<file path="src/rtl/sipo_in.sv">
// sipo_in: assembles a big-endian 32-bit word from a byte stream and presents
// it as two 16-bit halves with a valid/acknowledge handshake. A second word can
// be collected while the first is still held; finishing it before the held
// word is acknowledged drops it and raises a sticky overrun flag.
module sipo_in (
    input  logic        CLKEXT,
    input  logic        RST_GLO,
    input  logic        EN_SIPO_IN,
    input  logic        CLR_SIPO_IN,
    input  logic        SHIFT_IN,
    input  logic [7:0]  D_IN,
    input  logic        ACK_IN,
    output logic [15:0] mac0_in,
    output logic [15:0] mac1_in,
    output logic        VALID_IN,
    output logic [1:0]  BYTE_CNT,
    output logic        OVR_ERR
);

    typedef enum logic {
        FILL = 1'b0,
        HOLD = 1'b1
    } sipoState_t;

    sipoState_t  r_state;
    sipoState_t  w_nextState;

    logic [31:0] r_shreg;
    logic [1:0]  r_byteCnt;
    logic [15:0] r_mac0;
    logic [15:0] r_mac1;
    logic        r_ovrErr;

    logic        w_accept;
    logic        w_complete;
    logic [31:0] w_word;
    logic        w_loadWord;
    logic        w_overrun;

    assign w_accept   = EN_SIPO_IN & SHIFT_IN;
    assign w_complete = w_accept & (r_byteCnt == 2'd3);
    assign w_word     = {r_shreg[23:0], D_IN};

    // A finished word reaches the outputs when nothing is held or the held
    // word is being acknowledged in the same cycle; otherwise it is an overrun.
    assign w_loadWord = w_complete & ((r_state == FILL) | ACK_IN);
    assign w_overrun  = w_complete & (r_state == HOLD) & ~ACK_IN;

    // State register; clear has priority over any handshake activity.
    always_ff @(posedge CLKEXT or negedge RST_GLO) begin
        if (!RST_GLO) begin
            r_state <= FILL;
        end else if (CLR_SIPO_IN) begin
            r_state <= FILL;
        end else begin
            r_state <= w_nextState;
        end
    end

    // Next state: a completed word enters HOLD, a bare acknowledge leaves it.
    always_comb begin
        w_nextState = r_state;
        case (r_state)
            FILL: begin
                if (w_complete) begin
                    w_nextState = HOLD;
                end
            end
            HOLD: begin
                if (!w_complete && ACK_IN) begin
                    w_nextState = FILL;
                end
            end
            default: w_nextState = FILL;
        endcase
    end

    // Output decode: the word is valid exactly while it is being held.
    always_comb begin
        VALID_IN = 1'b0;
        if (r_state == HOLD) begin
            VALID_IN = 1'b1;
        end
    end

    // Byte collection keeps running in both states so the next word can be
    // gathered while the consumer still owns the presented one.
    always_ff @(posedge CLKEXT or negedge RST_GLO) begin
        if (!RST_GLO) begin
            r_shreg   <= 32'h0;
            r_byteCnt <= 2'd0;
        end else if (CLR_SIPO_IN) begin
            r_shreg   <= 32'h0;
            r_byteCnt <= 2'd0;
        end else if (w_accept) begin
            r_shreg   <= w_word;
            r_byteCnt <= r_byteCnt + 2'd1;
        end
    end

    // Presented word and sticky overrun flag; only clear or reset drop OVR_ERR.
    always_ff @(posedge CLKEXT or negedge RST_GLO) begin
        if (!RST_GLO) begin
            r_mac0   <= 16'h0;
            r_mac1   <= 16'h0;
            r_ovrErr <= 1'b0;
        end else if (CLR_SIPO_IN) begin
            r_mac0   <= 16'h0;
            r_mac1   <= 16'h0;
            r_ovrErr <= 1'b0;
        end else begin
            if (w_loadWord) begin
                r_mac0 <= w_word[31:16];
                r_mac1 <= w_word[15:0];
            end
            if (w_overrun) begin
                r_ovrErr <= 1'b1;
            end
        end
    end

    assign mac0_in  = r_mac0;
    assign mac1_in  = r_mac1;
    assign BYTE_CNT = r_byteCnt;
    assign OVR_ERR  = r_ovrErr;

endmodule

</file>
<file path="config.mk">
export PLATFORM = sky130hd
export DESIGN_NAME = sipo_in
export DESIGN_NICKNAME = d
export VERILOG_FILES = /design/src/rtl/sipo_in.sv
export SDC_FILE = /design/constraint.sdc
export NUM_CORES = 1
export LEC_CHECK = 0
export ABC_CLOCK_PERIOD_IN_PS = 1340
export CORE_AREA = 3 3 68 102
export DETAILED_ROUTE_END_ITERATION = 8
export DIE_AREA = 0 0 71 105
export MAX_ROUTING_LAYER = met4
export PLACE_DENSITY_LB_ADDON = 0.25
export SLEW_MARGIN = 20
export SYNTH_ARGS = -nofsm -noshare
export SYNTH_HDL_FRONTEND = slang
export SYNTH_SLANG_ARGS = --single-unit
</file>
<file path="constraint.sdc">
create_clock -name CLKEXT -period 1.34 [get_ports CLKEXT]
set_input_delay 0.268 -clock CLKEXT [delete_from_list [all_inputs] [get_ports CLKEXT]]
set_output_delay 0.268 -clock CLKEXT [all_outputs]
set_load 0.005 [all_outputs]
</file>
[Word-level counts from Yosys, hierarchy flattened]
Cells that the tools add are included.
Operators by class
  mux-type cells: 15
  reductions and logical operators: 5
  bitwise logic cells: 8
  equality and inequality tests: 1
  add/sub/neg operators: 1
Operators with widths (number)
  $mux W16: 4
  $mux W24: 2
  $mux W1: 6
  $reduce_bool A2 Y1: 3
  $and A1 B1 Y1: 5
  $mux W2: 2
  $add A2 B1 Y2 const B: 1
  $eq A2 B2 Y1 const B: 1
  $not A1 Y1: 2
  $pmux W1 S2: 1
  $logic_and A1 B1 Y1: 1
  $logic_not A1 Y1: 1
  $or A1 B1 Y1: 1
Word-level totals
  input bits: 14
  output and inout bits: 36
  word-level logic and storage cells: 36
  register bits: 60

[Depth between registers and ports, before layout]
  depth after elaboration: 7
  gate-level depth with buffers: 5
  mapped depth without buffers: 3

[Least setup slack after synthesis]
Ideal clock, no wire load.
  kind: reg2reg
  from: register r_byteCnt[0] (netlist: BYTE_CNT[0])
  to: register r_mac0[0] (netlist: mac0_in[0])
  buffers on the path: 2
  cell stages (with the launch flop): 6
  arrival time: 1145 ps
  slack: 72 ps
  data required time: 1217 ps
  setup time: 123 ps
  period minus slack after synthesis: 1268 ps
  path through: dfrtp_1 -> ha_1 -> nor3b_2 -> buf_6 -> buf_12 -> mux2i_1
Between the ends
  cells in the longest elaborated chain, start to end: 4
Ends and longest elaborated chain
  from (decl): line 29  | logic [1:0] r_byteCnt;
  from (signal assigned): line 97  | r_byteCnt <= r_byteCnt + 2'd1;
  $eq A2 B2 Y1: line 41  | assign w_complete = w_accept & (r_byteCnt == 2'd3);
  $and A1 B1 Y1: line 41
  $and A1 B1 Y1: line 46  | assign w_loadWord = w_complete & ((r_state == FILL) | ACK_IN);
  $reduce_bool A2 Y1 (no line)
  to (signal assigned): line 113  | r_mac0 <= w_word[31:16];
  to (decl): line 30  | logic [15:0] r_mac0;
Every way passes these cells.
A chain may end at the register's enable or synchronous reset.

[Final worst setup path]
  from: register r_byteCnt[0] (netlist: BYTE_CNT[0])
  to: register r_mac1[4] (netlist: mac1_in[4])
Between the ends
  cells in the longest elaborated chain, start to end: 4
Ends and longest elaborated chain
  $eq A2 B2 Y1: line 41
  $and A1 B1 Y1: line 41
  $and A1 B1 Y1: line 46
  $reduce_bool A2 Y1 (no line)
  to (signal assigned): line 114  | r_mac1 <= w_word[15:0];
  to (decl): line 31  | logic [15:0] r_mac1;
Every way passes these cells.

==> impl_metrics.yaml <==
outcome:
  status: "finished with violations"
  violations: "negative setup slack"
global_route:
  antenna_found_initial: 0
  track_usage_pct: 16.7
  grt_pass1_vias: 2075
  grt_pass1_wl_um: 9640
  grt_max_degree: 61
  overflow: 0
setup_path:
  worst_ep_required_time_ns: 1.59
  start_kind: "register"
  critPathKind: "reg -> reg"
  worstSetupEndpointType: "register"
  critPathArrivalTime_ns: 1.63
  crit_fanout: 8
sta:
  finClkSkew_ns: 0.00581
  fin_crit_sh_pct: 103
  fin_hold_ws_ns: 0.357
  hold_viol_final: 0
  fmax_mhz: 724
  fin_crit_ns: 1.38
  rsz0062_at_grt: "true"
  drv_slew: 0
  tightest_slew_ns: 0.322
  relSlewSlack_pct: 78.6
  setup_viol_count_final: 26
  worst_slack_ns: -0.0417
route:
  routed.top_layer: "met4"
  wl_met1_um: 2520
  drc: 0
  drt_iter0_drc: 95
  vias: 1957
  wl_met3_um: 157
  dr.pass1.iters: 4
  met2_length_um: 2910
  routed_wl_um: 5680
  ant_nets: 0
  vias_per_cell: 4.83
  wire_per_inst_um: 14.0
clock_network:
  cts_tree: "yes"
  htreeDepth: 3
  cts.clk_slew.worst_paths_ns: 0.06
  cts_inserted_buffers: 9
  cts_root_buf: "clkbuf_8"
  cts_max_path_buffers: 2
  clock_latency_ns: 0.33
  clkSinkCount: 60
final_layout:
  stdcell_count: 405
  drive_above_1_share_pct: 13.0
  antenna_cells: 0
  fin_area_mm2: 0.00364
  fillerInstances: 551
  fin_util_pct: 59.3
  area_growth_pct: 31.7
  nets: 341
synthesis:
  synth_area_mm2: 0.00276
  synth_top_area_cell: "dfrtp_1"
  synth_seq_area_share_pct: 54.3
  synth_seq_cells: 60
  synth.area.top_cells: "dfrtp_1 54%, nand2b_1 14%, mux2i_1 12%, nand2_1 6.8%, a21oi_1 4.7%"
  synth_nets: 276
  syn_inst: 261
  synth_top_area_share_pct: 54.3
  syn_area_per_cell_um2: 10.6
  ys_types: 18
  yosysWarnings: 0
placed_design:
  post-place-ws_ns: -0.379
  placed_area_mm2: 0.00335
  globalplace.congestion: 0.716
  io_buffers: 49
  dp_cells: 375
  place_hpwl_um: 3450
power:
  p_leak_nw: 1.66
  power_density_mw_per_mm2: 960
  ir_drop_mv: 0.609
job:
  drv_cap: 0
floorplan:
  dieArea_mm2: 0.00746
  start_util_pct: 45.1
  num_rows: 35
  coreArea_mm2: 0.00613
  die_y_um: 105
  die_w_um: 71
  ios: 50
min_path:
  hold_class: "in -> reg"
synth_stat cells, drive strengths merged:
| cell | count |
|---|---|
| nand2b | 64 |
| dfrtp | 60 |
| nand2 | 51 |
| mux2i | 32 |
| a21oi | 26 |
| buf | 12 |
| clkbuf | 7 |
| nor2 | 3 |
| a31oi | 1 |
| and2 | 1 |
| ha | 1 |
| nor2b | 1 |
| nor3b | 1 |
| xnor2 | 1 |
through the flow:
step	total power, mW	setup TNS [ns]
final	3.49	-0.515
after global routing	3.65	-3.69
after CTS	3.53	-1.59
after detailed placement	2.14	-13.94
after global placement	2.13	-12.33
after floorplan	2.00	0
power by group:
part	internal, mW	total (mW)	switching [mW]	leakage (nW)
logic	0.123	0.260	0.138	0.737
registers	1.83	1.85	0.0166	0.834
clock network	0.718	1.38	0.664	0.0844
total	2.67	3.49	0.818	1.66
flip-flops by register name (all words and copies together), names as in the netlist:
register / count
OVR_ERR: 1
mac1_in: 16
r_shreg: 24
BYTE_CNT: 2
r_state: 1
mac0_in: 16
what timing repair did:
action / CTS / global route
resized for setup: 38 / 6
setup buffers: 9 / 1
setup endpoints to repair: 39 / 34
endpoints found under the hold margin: 60 / 0
gates cloned: 0 / 3
hold buffers: 1 / 0
per-layer routing:
layer / up-vias / GRT usage, %
met5: - / -
met4: 0 / 6.05
met3: 9 / 4.14
met2: 33 / 25.8
met1: 946 / 21.2
li1: 969 / -
final timing paths:
path	cells past startpoint	to	slack, ns	from
worst max-delay path	6	mac1_in[4]	-0.04	BYTE_CNT[0]
worst min-delay path	3	r_shreg[2]	0.36	CLR_SIPO_IN
worst max register to register	6	mac1_in[4]	-0.04	BYTE_CNT[0]
worst min register to register	2	OVR_ERR	0.49	OVR_ERR
max in group asynchronous	3	OVR_ERR	0.59	RST_GLO
min in group asynchronous	3	mac1_in[1]	0.49	RST_GLO
critical path, cell delays in order (launching register included):
cell and delay, ns:
dfrtp_1 0.36, buf_6 0.11, ha_4 0.12, nor3b_4 0.17, buf_6 0.18, clkbuf_16 0.18, mux2i_1 0.18
placed cells by master (no fill, tap or decap):
cell type / count
buf_12: 6
clkdlybuf4s50_1: 11
buf_4: 12
mux2i_1: 32
nand2_2: 1
and2_1: 1
dlygate4sd3_1: 1
dfrtp_1: 60
buf_2: 2
clkbuf_8: 10
ha_4: 1
nor2b_4: 1
clkbuf_1: 4
clkinv_2: 2
buf_6: 2
xnor2_1: 1
nand2_1: 50
nand2b_1: 64
clkbuf_16: 3
a31oi_1: 1
clkbuf_2: 2
nor2_1: 3
nor3b_4: 1
a21oi_1: 26
dlygate4sd2_1: 34
kinds of logic after synthesis:
logic type | Yosys count | share of synthesized area, %
compound gates | 27 | 4.94
xor+xnor | 1 | 0.317
fa+ha+maj | 1 | 0.453
buf+inv | 19 | 5.25
flops | 60 | 54.3
mux | 32 | 11.6
simple gates | 121 | 23.1
cell type report:
cell class	count	area [µm²]	area share (%)
flip-flops and latches	60	1500	41.3
clock inverters	2	10.0	0.275
repair buffers	73	746	20.5
clock buffers	14	153	4.20
multi-input cells	182	1130	31.2
well taps	74	92.6	2.55
No activity file was read; power rests on OpenSTA's default activity.
